### src/rtl/stream_pkg.sv
// Shared definitions for the packet arbiter: FSM state encoding and statistics counter width.
package stream_pkg;

  typedef enum logic [1:0] {
    IDLE  = 2'd0,
    LOCK0 = 2'd1,
    LOCK1 = 2'd2
  } state_e;

  localparam int STATS_W = 16;

endpackage

### src/rtl/stream_pkt_arbiter_mux.sv
// Two-way ready/valid stream mux; sel picks the source, en gates both valid and ready.
module stream_pkt_arbiter_mux #(
  parameter int DW = 8
) (
  input  logic          sel,
  input  logic          en,
  input  logic [DW-1:0] s0_data,
  input  logic          s0_valid,
  input  logic          s0_last,
  output logic          s0_ready,
  input  logic [DW-1:0] s1_data,
  input  logic          s1_valid,
  input  logic          s1_last,
  output logic          s1_ready,
  output logic [DW-1:0] m_data,
  output logic          m_valid,
  output logic          m_last,
  input  logic          m_ready
);

  assign m_data   = sel ? s1_data : s0_data;
  assign m_last   = sel ? s1_last : s0_last;
  assign m_valid  = en & (sel ? s1_valid : s0_valid);
  assign s0_ready = en & ~sel & m_ready;
  assign s1_ready = en &  sel & m_ready;

endmodule

### src/rtl/stream_pkt_arbiter.sv
// Packet-aware two-input round-robin arbiter with one registered output stage.
// Optional per-input packet counters are enabled by defining STREAM_PKT_ARBITER_STATS_EN.
module stream_pkt_arbiter
  import stream_pkg::*;
#(
  parameter int DW = 8
) (
  input  logic               clk,
  input  logic               rst_n,
  input  logic [DW-1:0]      s0_data_i,
  input  logic               s0_valid_i,
  input  logic               s0_last_i,
  output logic               s0_ready_o,
  input  logic [DW-1:0]      s1_data_i,
  input  logic               s1_valid_i,
  input  logic               s1_last_i,
  output logic               s1_ready_o,
  output logic [DW-1:0]      m_data_o,
  output logic               m_valid_o,
  output logic               m_last_o,
  input  logic               m_ready_i,
`ifdef STREAM_PKT_ARBITER_STATS_EN
  output logic [STATS_W-1:0] pkt_cnt0_o,
  output logic [STATS_W-1:0] pkt_cnt1_o,
`endif
  output logic [1:0]         grant_o
);

  state_e          state_q, state_d;
  logic            prio_q, prio_d;
  logic [1:0]      grant_q, grant_d;
  logic [DW-1:0]   m_data_q, m_data_d;
  logic            m_valid_q, m_valid_d;
  logic            m_last_q, m_last_d;

  logic            stage_ready;
  logic [DW-1:0]   sel_data;
  logic            sel_valid;
  logic            sel_last;
  logic            accept;
  logic            last_acc;

  assign stage_ready = ~m_valid_q | m_ready_i;
  assign accept      = sel_valid & stage_ready;
  assign last_acc    = accept & sel_last;

  stream_pkt_arbiter_mux #(.DW(DW)) u_mux (
    .sel      (grant_q[1]),
    .en       (state_q != IDLE),
    .s0_data  (s0_data_i),
    .s0_valid (s0_valid_i),
    .s0_last  (s0_last_i),
    .s0_ready (s0_ready_o),
    .s1_data  (s1_data_i),
    .s1_valid (s1_valid_i),
    .s1_last  (s1_last_i),
    .s1_ready (s1_ready_o),
    .m_data   (sel_data),
    .m_valid  (sel_valid),
    .m_last   (sel_last),
    .m_ready  (stage_ready)
  );

  // Grant only moves on an accepted last beat, preferring the other input.
  always_comb begin
    state_d   = state_q;
    prio_d    = prio_q;
    m_data_d  = m_data_q;
    m_valid_d = m_valid_q;
    m_last_d  = m_last_q;

    if (stage_ready) begin
      m_valid_d = accept;
      if (accept) begin
        m_data_d = sel_data;
        m_last_d = sel_last;
      end
    end

    case (state_q)
      IDLE: begin
        if (s0_valid_i && s1_valid_i) state_d = prio_q ? LOCK1 : LOCK0;
        else if (s0_valid_i)          state_d = LOCK0;
        else if (s1_valid_i)          state_d = LOCK1;
      end
      LOCK0: begin
        if (last_acc) begin
          prio_d = 1'b1;
          if (s1_valid_i)      state_d = LOCK1;
          else if (s0_valid_i) state_d = LOCK0;
          else                 state_d = IDLE;
        end
      end
      LOCK1: begin
        if (last_acc) begin
          prio_d = 1'b0;
          if (s0_valid_i)      state_d = LOCK0;
          else if (s1_valid_i) state_d = LOCK1;
          else                 state_d = IDLE;
        end
      end
      default: state_d = IDLE;
    endcase

    grant_d = {state_d == LOCK1, state_d == LOCK0};
  end

  always_ff @(posedge clk) begin
    if (!rst_n) begin
      state_q   <= IDLE;
      prio_q    <= 1'b0;
      grant_q   <= 2'b00;
      m_data_q  <= '0;
      m_valid_q <= 1'b0;
      m_last_q  <= 1'b0;
    end else begin
      state_q   <= state_d;
      prio_q    <= prio_d;
      grant_q   <= grant_d;
      m_data_q  <= m_data_d;
      m_valid_q <= m_valid_d;
      m_last_q  <= m_last_d;
    end
  end

  assign grant_o   = grant_q;
  assign m_data_o  = m_data_q;
  assign m_valid_o = m_valid_q;
  assign m_last_o  = m_last_q;

`ifdef STREAM_PKT_ARBITER_STATS_EN
  logic [STATS_W-1:0] pkt_cnt0_q, pkt_cnt0_d;
  logic [STATS_W-1:0] pkt_cnt1_q, pkt_cnt1_d;

  always_comb begin
    pkt_cnt0_d = pkt_cnt0_q;
    pkt_cnt1_d = pkt_cnt1_q;
    if (last_acc && state_q == LOCK0) pkt_cnt0_d = pkt_cnt0_q + STATS_W'(1);
    if (last_acc && state_q == LOCK1) pkt_cnt1_d = pkt_cnt1_q + STATS_W'(1);
  end

  always_ff @(posedge clk) begin
    if (!rst_n) begin
      pkt_cnt0_q <= '0;
      pkt_cnt1_q <= '0;
    end else begin
      pkt_cnt0_q <= pkt_cnt0_d;
      pkt_cnt1_q <= pkt_cnt1_d;
    end
  end

  assign pkt_cnt0_o = pkt_cnt0_q;
  assign pkt_cnt1_o = pkt_cnt1_q;
`endif

endmodule

### config.mk
export PLATFORM = sky130hd
export DESIGN_NAME = stream_pkt_arbiter
export DESIGN_NICKNAME = d
export VERILOG_FILES = /design/src/rtl/stream_pkg.sv /design/src/rtl/stream_pkt_arbiter_mux.sv /design/src/rtl/stream_pkt_arbiter.sv
export SDC_FILE = /design/constraint.sdc
export NUM_CORES = 1
export LEC_CHECK = 0
export ABC_CLOCK_PERIOD_IN_PS = 1780
export CAP_MARGIN = 20
export CELL_PAD_IN_SITES_DETAIL_PLACEMENT = 0
export CELL_PAD_IN_SITES_GLOBAL_PLACEMENT = 1
export CORE_ASPECT_RATIO = 1.75
export CORE_MARGIN = 8
export CORE_UTILIZATION = 27
export DETAILED_ROUTE_END_ITERATION = 8
export PLACE_DENSITY_LB_ADDON = 0.08
export SLEW_MARGIN = 25
export SYNTH_ARGS = -nofsm -noshare
export SYNTH_HDL_FRONTEND = slang
export SYNTH_SLANG_ARGS = --single-unit
export TNS_END_PERCENT = 1
### constraint.sdc
create_clock -name clk -period 1.78 [get_ports clk]
set_input_delay 0.534 -clock clk [delete_from_list [all_inputs] [get_ports clk]]
set_output_delay 0.534 -clock clk [all_outputs]
set_load 0.02 [all_outputs]
# Word level (Yosys, flattened, before mapping)

Index checks and enable logic that the tools add are counted.

Latch bits: 0
Input bits: 23
Memories: 0
RAM bits: 0
ROM bits: 0
Flip-flop bits (word level): 15
Word-level logic and storage cells: 45

Order comparisons: 0
Bitwise operators: 10
Shift operators: 0
Div/mod/pow operators: 0
Equal/unequal tests: 6
$add $sub $neg: 0
$mul: 0
Reduce and logical (&&, ||, !) cells: 6
Multiplexer cells: 17

Operator list:

| kind                                           | number |
|---|---|
| two-way mux 2 bit                              | 9 |
| two-way mux 8 bit                              | 1 |
| AND 1 bit                                      | 7 |
| case mux 2 bit (3 select lines)                | 1 |
| two-way mux 1 bit                              | 5 |
| == test 2 x 1 -> 1 bit (second input constant) | 2 |
| == test 2 bit (second input constant)          | 2 |
| != test 2 bit (second input constant)          | 2 |
| nonzero test 2 bit                             | 2 |
| AND reduction 3 bit                            | 1 |
| zero test 2 bit                                | 1 |
| NOT 1 bit                                      | 2 |
| case mux 1 bit (2 select lines)                | 1 |
| AND reduction 2 bit                            | 1 |
| logical AND 1 bit                              | 1 |
| OR 1 bit                                       | 1 |

# Longest topological paths before layout

Gate-level depths: netlist of the first run.

Depth in word-level cells: 7
Gate-level depth with buffers: 5
Depth with buffers taken out: 4

# Cells and area by module

A second synthesis of the first run with hierarchy kept.

Cells, all modules: 86
Area, all modules: 798.3 um^2

Modules (own cells, without submodules):

| module                 | cells an instance | times used | area each (um^2) | seq. area each (um^2) |
|---|---|---|---|---|
| stream_pkt_arbiter     | 71                | 1          | 624.3            | 300.3 |
| stream_pkt_arbiter_mux | 15                | 1          | 173.9            | 0.0 |

# Worst setup path before layout of the first run

Ideal clock, no wire load.

Kind: reg-to-output
From: register grant_q[1], in the netlist grant_o[1]
To: output s1_ready_o
Path slack: 56 ps
Data arrival time: 1,190 ps
Stages on the path, launching flop included: 3
Cell sequence: dfxtp_1 buf_2 nor3b_1

Word-level cells in the longest chain between the ends: 2

Ends and longest elaborated chain:

| item                    | RTL line                     | RTL |
|---|---|---|
| from (decl)             | stream_pkt_arbiter.sv:31     | `logic [1:0] grant_q, grant_d;` |
| from (signal assigned)  | stream_pkt_arbiter.sv:119    | `grant_q <= grant_d;` |
| AND 1 bit (2 in series) | stream_pkt_arbiter_mux.sv:25 | `assign s1_ready = en & sel & m_ready;` |
| to (decl)               | stream_pkt_arbiter.sv:17     | `output logic s1_ready_o,` |

Every way passes these cells.

# Worst setup path after layout of the first run

From: register m_last_q, in the netlist m_last_o
To: output m_last_o

RTL lines:

| item                   | RTL line                  | RTL |
|---|---|---|
| from (decl)            | stream_pkt_arbiter.sv:34  | `logic m_last_q, m_last_d;` |
| from (signal assigned) | stream_pkt_arbiter.sv:122 | `m_last_q <= m_last_d;` |
| to (decl)              | stream_pkt_arbiter.sv:20  | `output logic m_last_o,` |

No word-level cell between the ends.

==> flow_summary.yaml, run 1 <==
run_status:
  outcome: "finished clean"
synthesis:
  synth_most_common_cell: "dfxtp_1"
  synthDistinctLibCells: 20
  synth_top_area_share_pct: 41.4
  synth-edff-count: 0
  synth_top_area_cell: "dfxtp_1"
  synth_area_leaders: "dfxtp_1, mux2i_1, o211a_1"
  synthArstFlopShare_pct: 0
  synth_common_cells: "dfxtp_1, nand2_1, mux2i_1"
  syn-instance-count: 73
  ys_warn_count: 0
  synth-main-ff-cell: "dfxtp_1"
  syn_nets: 96
  syn_avg_cell_area_um2: 9.94
  netlist_area_um2: 726
  ys_ff_latch: 15
  yosysSeqAreaShare_pct: 41.4
die:
  die_w_um: 55.2
  start_util_pct: 27.6
  die_y_um: 84.6
  num_rows: 25
  fp.coreArea_um2: 2630
  die_area_um2: 4670
  ios: 37
clocking:
  cts_root_buf: "clkbuf_8"
  numCtsBuffers: 3
  cts_max_level: 1
  numClockSinks: 15
  cts_tree: "built"
  clock_latency_ns: 0.25
  clk_path_buf_depth: 2
  cts_setup_buffers: 0
  path_clk_slew_ns: 0.06
power_and_ir_drop:
  switchingPower_uw: 322
  power_uw: 1080
  power_density_nw_per_um2: 860
  power.leakage_uw: 0.000576
  ir_drop_v: 0.000415
  swShare_pct: 29.8
  comb_power_share_pct: 37.3
  clockPowerShare_pct: 25.0
  p_int_uw: 758
  p_seq_share_pct: 37.8
timing:
  setup_violations: 0
  worstMarginPinSlew_ns: 0.631
  post-route-period-util_pct: 97.1
  hold_viol: 0
  min_period_ns: 1.73
  max-slew-margin-rel_pct: 57.8
  max_freq_mhz: 578
  rsz0062_at_grt: "no"
  slew_viol_final: 0
  hold_slack_ns: 0.497
  finalClockSkew_ns: 0.00526
placement:
  place.gp.congestion: 0.697
  dp_hpwl_um: 1630
  port_buffers: 36
drt:
  drt_iter0_drc: 11
  ant_nets: 0
  post-route-drc-count: 0
  dr.pass1.iters: 3
  wl_per_cell_um: 13.0
  num_vias: 726
  drt-vias-per-instance: 4.84
  routed_wl_um: 1950
finish:
  fillCellCount: 266
  multi_input_area_um2: 417
  area_delta_synth_final_pct: 73.1
  drive_above_1_share_pct: 19.5
  final-seq-area_um2: 300
  num-nets-final: 147
  n_antenna_cell: 0
  final_util_pct: 47.8
worst_setup_path:
  critPathTopFamily: "buffers and inverters"
  worstSetupPathType: "reg -> out"
  startpoint_type: "flip-flop"
  cp_data_arrival_time_ns: 1.19
  critPathSlowestCell: "clkdlybuf4s50_1"
  cp_max_fo: 2
  critPathBufInv: 1
  crit_chain: "clkdlybuf4s50_1"
  slowest_delay_ns: 0.61
  cp-end-kind: "primary output"
  worstPathRequired_ns: 1.25
flow_run:
  drv_cap: 0
global_route:
  grt_max_degree: 19
  antenna_found_initial: 0
  grt_pass1_vias: 736
  gr-usage-all-layers_pct: 8.65
  gr-total-overflow: 0
  grt_pass1_wl_um: 3110
worst_hold_path:
  min_path_type: "reg -> reg"
-- stage by stage --
step / setup WS, ns / setup TNS [ns] / instances / cell area (um^2)
4_1_cts: 0.0432 / 0 / 150 / 1260
2_1_floorplan: 0.0562 / 0 / 73 / 726
5_1_grt: 0.00880 / 0 / 150 / 1260
6_report: 0.0512 / 0 / 150 / 1260
3_5_place_dp: -0.641 / -6.49 / 146 / 1200
3_3_place_gp: -0.606 / -6.07 / 146 / 1200
-- state kept, by name, indices dropped and copies added (netlist names) --
register and cells:
grant_o 2, state_q 2, m_data_o 8, m_valid_o 1
m_last_o 1, prio_q 1
-- logic make-up (layout without fill, tap and decap cells) --
| group | after synthesis | after routing | synth area share, % |
|---|---|---|---|
| DFF | 15 | 15 | 41.4 |
| buffers and inverters | 6 | 56 | 3.97 |
| and+or+nand+nor | 22 | 22 | 16.9 |
| muxes | 11 | 11 | 15.2 |
| AOI/OAI and AO/OA | 19 | 19 | 22.6 |
-- power by group through the flow --
stage / logic [uW] / registers (uW) / clock network (uW)
detailed placement: 411 / 416 / 0
floorplan: 163 / 460 / 0
global route: 438 / 414 / 293
CTS: 411 / 409 / 282
finish: 403 / 408 / 270
global placement: 407 / 414 / 0
-- layout by cell type (no fill, tap or decap) --
cell	netlist	routed
clkdlybuf4s50_1	0	30
dfxtp_1	15	15
buf_4	1	15
nand2_1	13	13
mux2i_1	11	10
o211a_1	9	9
dlygate4sd2_1	0	4
nor2_1	3	3
a22o_1	3	3
clkbuf_8	0	3
inv_1	2	2
a21oi_1	2	2
o2bb2ai_1	2	2
nor2b_2	0	1
nor3_1	1	1
nor3b_2	0	1
mux2i_4	0	1
nor3_4	1	1
nor2b_1	2	1
nor4_4	1	1
o21ai_0	1	1
a21boi_1	1	1
o21a_1	1	1
clkbuf_1	1	1
buf_2	2	1
-- metal layers --
metal	part of all wire [%]	wire [um]	up-vias	global-route usage, %
li1	-	-	363	-
met1	35	682	334	8.14
met2	52	1020	25	15.1
met3	11	215	4	2.83
met4	1.7	33	0	4.62
met5	0	0	-	0
-- area by class of cell --
cell class	count	share of cell area (%)
clock buffer	4	3.59
inverter	2	0.598
sequential	15	23.9
tap	27	2.69
multi-input combinational	52	33.2
timing repair buffer	50	36.1
-- path summary, 6_finish.rpt --
path,depth (start not counted),startpoint,slack (ns),endpoint
worst max-delay path,1,m_last_o,0.05,m_last_o
worst min register to register,1,m_data_o[7],0.50,m_data_o[7]
worst min-delay path,1,m_data_o[7],0.50,m_data_o[7]
worst max register to register,5,grant_o[1],0.21,m_data_o[6]
-- repair_timing --
action	CTS	global route
endpoints found under the hold margin	0	0
hold buffers	0	0
endpoints found under the setup margin	17	0
resized for setup	19	0
(Power assumes the default switching activity.)
==> run 2: changes to the inputs <==
--- a/config.mk
+++ b/config.mk
@@ -10,7 +10,6 @@
 export CELL_PAD_IN_SITES_DETAIL_PLACEMENT = 0
 export CELL_PAD_IN_SITES_GLOBAL_PLACEMENT = 1
 export CORE_ASPECT_RATIO = 1.75
-export CORE_MARGIN = 8
 export CORE_UTILIZATION = 27
 export DETAILED_ROUTE_END_ITERATION = 8
 export PLACE_DENSITY_LB_ADDON = 0.08
==> run 2 against run 1 <==
  * Register-to-register slack got worse by 0.07 ns
  * First-iteration DRC count decreased by 27%
  * Sequential cell count unchanged
  * Critical path depth unchanged
  * Hold slack about the same
  * Utilization increased by 2.6 points
  * Clock power decreased by 4%
  * Worst setup slack improved by 0.023 ns
  * Non-clock buffer count unchanged
==> flow_summary.yaml, run 2 (synthesis gave the netlist of run 1 again) <==
finish:
  num-nets-final: 147
  layout_common_cells: "clkdlybuf4s50_1, dfxtp_1, buf_4"
  fin_cells: 149
  drive_above_1_share_pct: 20.3
  area_delta_synth_final_pct: 75.3
  final_util_pct: 50.4
  largest_register_ffs: 8
  n_antenna_cell: 0
  fillCellCount: 264
  final_common_cell: "clkdlybuf4s50_1"
clocking:
  clk_path_buf_depth: 2
  numCtsBuffers: 3
  cts_max_level: 1
  cts_root_buf: "clkbuf_8"
  numClockSinks: 15
  clock_latency_ns: 0.24
  cts_tree: "built"
  path_clk_slew_ns: 0.06
worst_setup_path:
  critPathSlowestCell: "clkdlybuf4s50_1"
  r2r_slack_ns: 0.14
  crit_chain: "clkdlybuf4s50_1"
  startpoint_type: "flip-flop"
  cp_max_fo: 2
  crit_end: "m_data_o[4]"
  worstSetupPathType: "reg -> out"
  slowest_delay_ns: 0.60
  r2r-end: "grant_o[0]"
  cp-end-kind: "primary output"
  rr_worst_depth: 6
  cp_data_arrival_time_ns: 1.17
  worstSetupStartpoint: "m_data_o[4]"
  timing.rr.start: "grant_o[1]"
  critPathTopFamily: "buffers and inverters"
  critPathBufInv: 1
  worstPathRequired_ns: 1.25
  path_depth: 1
placement:
  dp.cells: 144
  dp_hpwl_um: 1450
  port_buffers: 36
  place.gp.congestion: 0.711
drt:
  routed_wl_um: 1840
  drt-vias-per-instance: 4.79
  num_vias: 713
  dr.pass1.iters: 4
  wl_per_cell_um: 12.3
  ant_nets: 0
  post-route-drc-count: 0
  drt_iter0_drc: 8
die:
  fp.coreArea_um2: 2520
  start_util_pct: 28.8
  num_rows: 24
  die_y_um: 70.6
  die_area_um2: 2910
  die_w_um: 41.2
  ios: 37
power_and_ir_drop:
  power.leakage_uw: 0.000598
  swShare_pct: 29.5
  clockPowerShare_pct: 24.1
  switchingPower_uw: 318
  comb_power_share_pct: 38.1
  ir_drop_v: 0.000549
  p_seq_share_pct: 37.8
  power_density_nw_per_um2: 847
  p_int_uw: 760
global_route:
  gr-total-overflow: 0
  grt_max_degree: 19
  grt_pass1_wl_um: 2770
  gr-usage-all-layers_pct: 13.4
  grt_pass1_vias: 686
  antenna_found_initial: 0
timing:
  slew_viol_final: 0
  hold_slack_ns: 0.497
  max_freq_mhz: 586
  rsz0062_at_grt: "no"
  max-slew-margin-rel_pct: 58.4
  hold_viol: 0
  finalClockSkew_ns: 0.00145
  post-route-period-util_pct: 95.8
  worstMarginPinSlew_ns: 0.622
  min_period_ns: 1.71
  setup_violations: 0
run_status:
  outcome: "finished clean"
flow_run:
  drv_cap: 0
worst_hold_path:
  min_path_type: "reg -> reg"
run 2: cell count changes in the layout (fill, tap and decap cells not counted), sizes merged:
cell,previous run,this run
clkdlybuf4s50,30,28
dlymetal6s2s,0,2
run 2: how the worst min path moves through the flow:
stage / from / end / cells past startpoint
2_1_floorplan: prio_q / prio_q / 2
3_3_place_gp: prio_q / prio_q / 2
3_5_place_dp: m_data_o[1] / m_data_o[1] / 1
4_1_cts: prio_q / prio_q / 2
5_1_grt: m_data_o[0] / m_data_o[0] / 1
6_report: m_data_o[6] / m_data_o[6] / 1
run 2: worst register-to-register path, stage by stage, from the launching register on:
cell	delay (ns)
dfxtp_1	0.36
buf_4	0.18
mux2i_4	0.33
nor4_4	0.09
buf_4	0.14
a22o_1	0.21
a22o_1	0.22
run 2: per-layer routing:
metal / share of wire, % / GRT usage [%] / up-vias
li1: - / - / 363
met1: 37 / 13.5 / 328
met2: 56 / 24.7 / 20
met3: 5.7 / 1.88 / 2
met4: 0.71 / 5.38 / 0
met5: 0 / 0 / -
run 2: final cells by class:
cell class / count / area (um^2) / share of cell area, %
repair buffers: 50 / 458 / 36.0
multi-input cells: 52 / 429 / 33.7
well taps: 26 / 32.5 / 2.56
inverters: 2 / 7.51 / 0.590
flip-flops and latches: 15 / 300 / 23.6
clock buffers: 4 / 45.0 / 3.54
run 2: stage by stage:
step	power [uW]	cell area (um^2)	TNS, ns	worst slack, ns
2_1_floorplan	623	726	0	0.0562
3_5_place_dp	822	1190	-6.18	-0.652
4_1_cts	1090	1250	0	0.00380
3_3_place_gp	816	1190	-5.84	-0.597
5_1_grt	1150	1270	0	0.0151
6_report	1080	1270	0	0.0744
run 2: power by group through the flow:
stage	combinational [uW]	clock, uW	sequential (uW)
3_3_place_gp	402	0	414
3_5_place_dp	407	0	415
2_1_floorplan	163	0	460
4_1_cts	406	274	408
6_report	411	260	407
5_1_grt	445	290	414
run 2: repair_timing:
action                     4_1_cts  5_1_grt
gates resized for setup         19        4
hold buffers                     0        0
buffers inserted                 0        2
pin swaps                        2        3
setup endpoints to repair       16        3
==> run 3: changes to the inputs <==
--- a/config.mk
+++ b/config.mk
@@ -10,11 +10,12 @@
 export CELL_PAD_IN_SITES_DETAIL_PLACEMENT = 0
 export CELL_PAD_IN_SITES_GLOBAL_PLACEMENT = 1
 export CORE_ASPECT_RATIO = 1.75
-export CORE_UTILIZATION = 27
+export CORE_UTILIZATION = 29
 export DETAILED_ROUTE_END_ITERATION = 8
 export PLACE_DENSITY_LB_ADDON = 0.08
 export SLEW_MARGIN = 25
 export SYNTH_ARGS = -nofsm -noshare
 export SYNTH_HDL_FRONTEND = slang
+export SYNTH_HIERARCHICAL = 1
 export SYNTH_SLANG_ARGS = --single-unit
 export TNS_END_PERCENT = 1
==> run 3 against run 2 <==
  * Power grew 0.55%
  * Highest routed layer unchanged
  * Clock power is 7% higher
  * Design area grew 6.3%
  * Non-clock buffer count increased by 1
  * Via count is 10% higher
==> flow_summary.yaml, run 3 <==
synthesis:
  synthAdderAreaFrac_pct: 0
  synth_area_leaders: "dfxtp_1, mux2_4, nand2_1"
  ys_ff_latch: 15
  muxShareOfSynthArea_pct: 17.7
  synth_top_area_cell: "dfxtp_1"
  synth-main-ff-cell: "dfxtp_1"
  synth_simple_gate_area_share_pct: 23.8
  syn-instance-count: 86
  synth-xor-area-share_pct: 0
  synthArstFlopShare_pct: 0
  synthDistinctLibCells: 25
  syn_avg_cell_area_um2: 9.28
  synth-edff-count: 0
  synth_compound_area_share_pct: 16.6
  synth_top_area_share_pct: 37.6
  synth_top_family_by_area: "simple AND/OR/NAND/NOR gates"
  yosysSeqAreaShare_pct: 37.6
  synth_common_cells: "nand2_1, dfxtp_1, a21oi_1, mux2_4, a21boi_1"
  synth_most_common_cell: "nand2_1"
  netlist_area_um2: 798
  syn_nets: 109
  ys_warn_count: 6
global_route:
  gr-total-overflow: 0
  grt_pass1_vias: 832
  grt_pass1_wl_um: 3570
  grt_max_degree: 10
  gr-usage-all-layers_pct: 15.5
  antenna_found_initial: 0
timing:
  max_freq_mhz: 581
  finalClockSkew_ns: 0.00445
  post-route-period-util_pct: 96.7
  min_period_ns: 1.72
  hold_slack_ns: 0.454
  max-slew-margin-rel_pct: 81.4
  rsz0062_at_grt: "no"
  setup_violations: 0
  worstMarginPinSlew_ns: 0.278
  slew_viol_final: 0
  hold_viol: 0
finish:
  area_delta_synth_final_pct: 69.4
  fillCellCount: 253
  largest_register_ffs: 8
  n_antenna_cell: 0
  drive_above_1_share_pct: 30.9
  final_util_pct: 53.0
  num-nets-final: 163
  final_common_cell: "clkdlybuf4s50_1"
  layout_common_cells: "clkdlybuf4s50_1, nand2_1, dfxtp_1, buf_4, mux2_4"
drt:
  routed_wl_um: 2140
  drt-vias-per-instance: 4.76
  num_vias: 785
  wl_per_cell_um: 13.0
  ant_nets: 0
  drt_iter0_drc: 4
  post-route-drc-count: 0
  dr.pass1.iters: 4
worst_setup_path:
  slowest_delay_ns: 0.61
  critPathSlowestCell: "clkdlybuf4s50_1"
  cp-end-kind: "primary output"
  r2r_slack_ns: 0.13
  worstPathRequired_ns: 1.25
  cp_data_arrival_time_ns: 1.19
  rr_worst_depth: 7
  startpoint_type: "flip-flop"
  timing.rr.start: "grant_o[1]"
  critPathTopFamily: "buffers and inverters"
  critPathBufInv: 1
  cp_max_fo: 2
  worstSetupPathType: "reg -> out"
  r2r-end: "state_q[1]"
  crit_chain: "clkdlybuf4s50_1"
clocking:
  numClockSinks: 15
  postCtsHoldBufs: 0
  cts_setup_buffers: 0
  cts_root_buf: "clkbuf_8"
  clock_latency_ns: 0.25
  numCtsBuffers: 3
  path_clk_slew_ns: 0.06
  cts_tree: "built"
  cts_max_level: 1
  clk_path_buf_depth: 2
die:
  fp.coreArea_um2: 2550
  start_util_pct: 31.3
  die_w_um: 41.7
  die_y_um: 71.4
  ios: 37
  die_area_um2: 2970
  num_rows: 24
worst_hold_path:
  holdPathStages: 2
  min_path_type: "reg -> reg"
  worstHoldStart: "m_data_o[3]"
  hold_path_end: "m_data_o[3]"
power_and_ir_drop:
  p_int_uw: 760
  p_seq_share_pct: 36.7
  comb_power_share_pct: 37.7
  power.leakage_uw: 0.000571
  ir_drop_v: 0.000387
  switchingPower_uw: 324
  clockPowerShare_pct: 25.5
  power_density_nw_per_um2: 802
  swShare_pct: 29.9
placement:
  dp_hpwl_um: 1690
  place.gp.congestion: 0.688
  port_buffers: 36
run_status:
  outcome: "finished clean"
flow_run:
  drv_cap: 0
==> run 3: changes by cell type in the layout (fill, tap and decap cells not counted), moves of 3 or more <==
cell	previous run	this run
nand2_2	0	3
nand2_1	13	20
mux2_4	0	8
mux2i_1	9	1
a21boi_1	1	6
dlygate4sd2_1	4	1
o211a_1	9	0
a21oi_1	2	7
a22o_1	3	0
==> run 3: kinds of logic (layout without fill, tap and decap cells) <==
family          after synthesis  in the layout
compound gates               21             21
buf+inv                       5             58
flops                        15             15
mux                          10             10
simple gates                 35             35
==> run 3: what timing repair did <==
action	CTS	global route
pin swaps	0	5
endpoints found under the setup margin	16	17
resized for setup	14	8
hold endpoints to repair	0	0
==> run 3: layer usage <==
metal	up-vias	share of wire (%)	track usage (%)
li1	398	-	-
met1	368	40	14.7
met2	17	56	30.7
met3	2	3.7	2.02
met4	0	0.98	7.89
met5	-	0	0
==> run 3: tightest hold or removal path: cells and delay by family, from the launching register on <==
family | cells | cell delay, ns
compound gates | 1 | 0.05
simple gates | 1 | 0.05
flops | 1 | 0.31
==> run 3: stage by stage <==
step / cells / power [uW] / setup TNS (ns) / setup slack (ns) / area, um^2
floorplan: 86 / 614 / 0 / 0.201 / 798
global placement: 161 / 810 / -5.73 / -0.660 / 1290
detailed placement: 161 / 816 / -5.81 / -0.670 / 1290
CTS: 165 / 1090 / -0.0439 / -0.0228 / 1340
global route: 165 / 1150 / 0 / 0.0175 / 1350
finish: 165 / 1080 / 0 / 0.0596 / 1350
==> run 3: cell type report <==
type	count	area [um^2]	share of cell area (%)
tap	26	32.5	2.41
sequential	15	302	22.3
timing repair buffer	51	483	35.7
inverter	3	11.3	0.833
multi-input combinational	66	479	35.4
clock buffer	4	45.0	3.33
==> run 3: worst max-delay path by stage <==
stage / cells after the start / to / startpoint
2_1_floorplan: 6 / grant_o[0] / grant_o[1]
3_3_place_gp: 5 / s1_ready_o / m_ready_i
6_report: 1 / m_data_o[3] / m_data_o[3]
5_1_grt: 1 / m_data_o[1] / m_data_o[1]
4_1_cts: 7 / grant_o[0] / s1_valid_i
3_5_place_dp: 5 / s1_ready_o / m_ready_i
==> run 3: power groups by stage <==
| stage | clock, uW | sequential, uW | combinational, uW |
|---|---|---|---|
| 3_3_place_gp | 0 | 403 | 407 |
| 4_1_cts | 288 | 398 | 407 |
| 5_1_grt | 302 | 403 | 442 |
| 6_report | 277 | 398 | 409 |
| 2_1_floorplan | 0 | 439 | 175 |
| 3_5_place_dp | 0 | 405 | 410 |
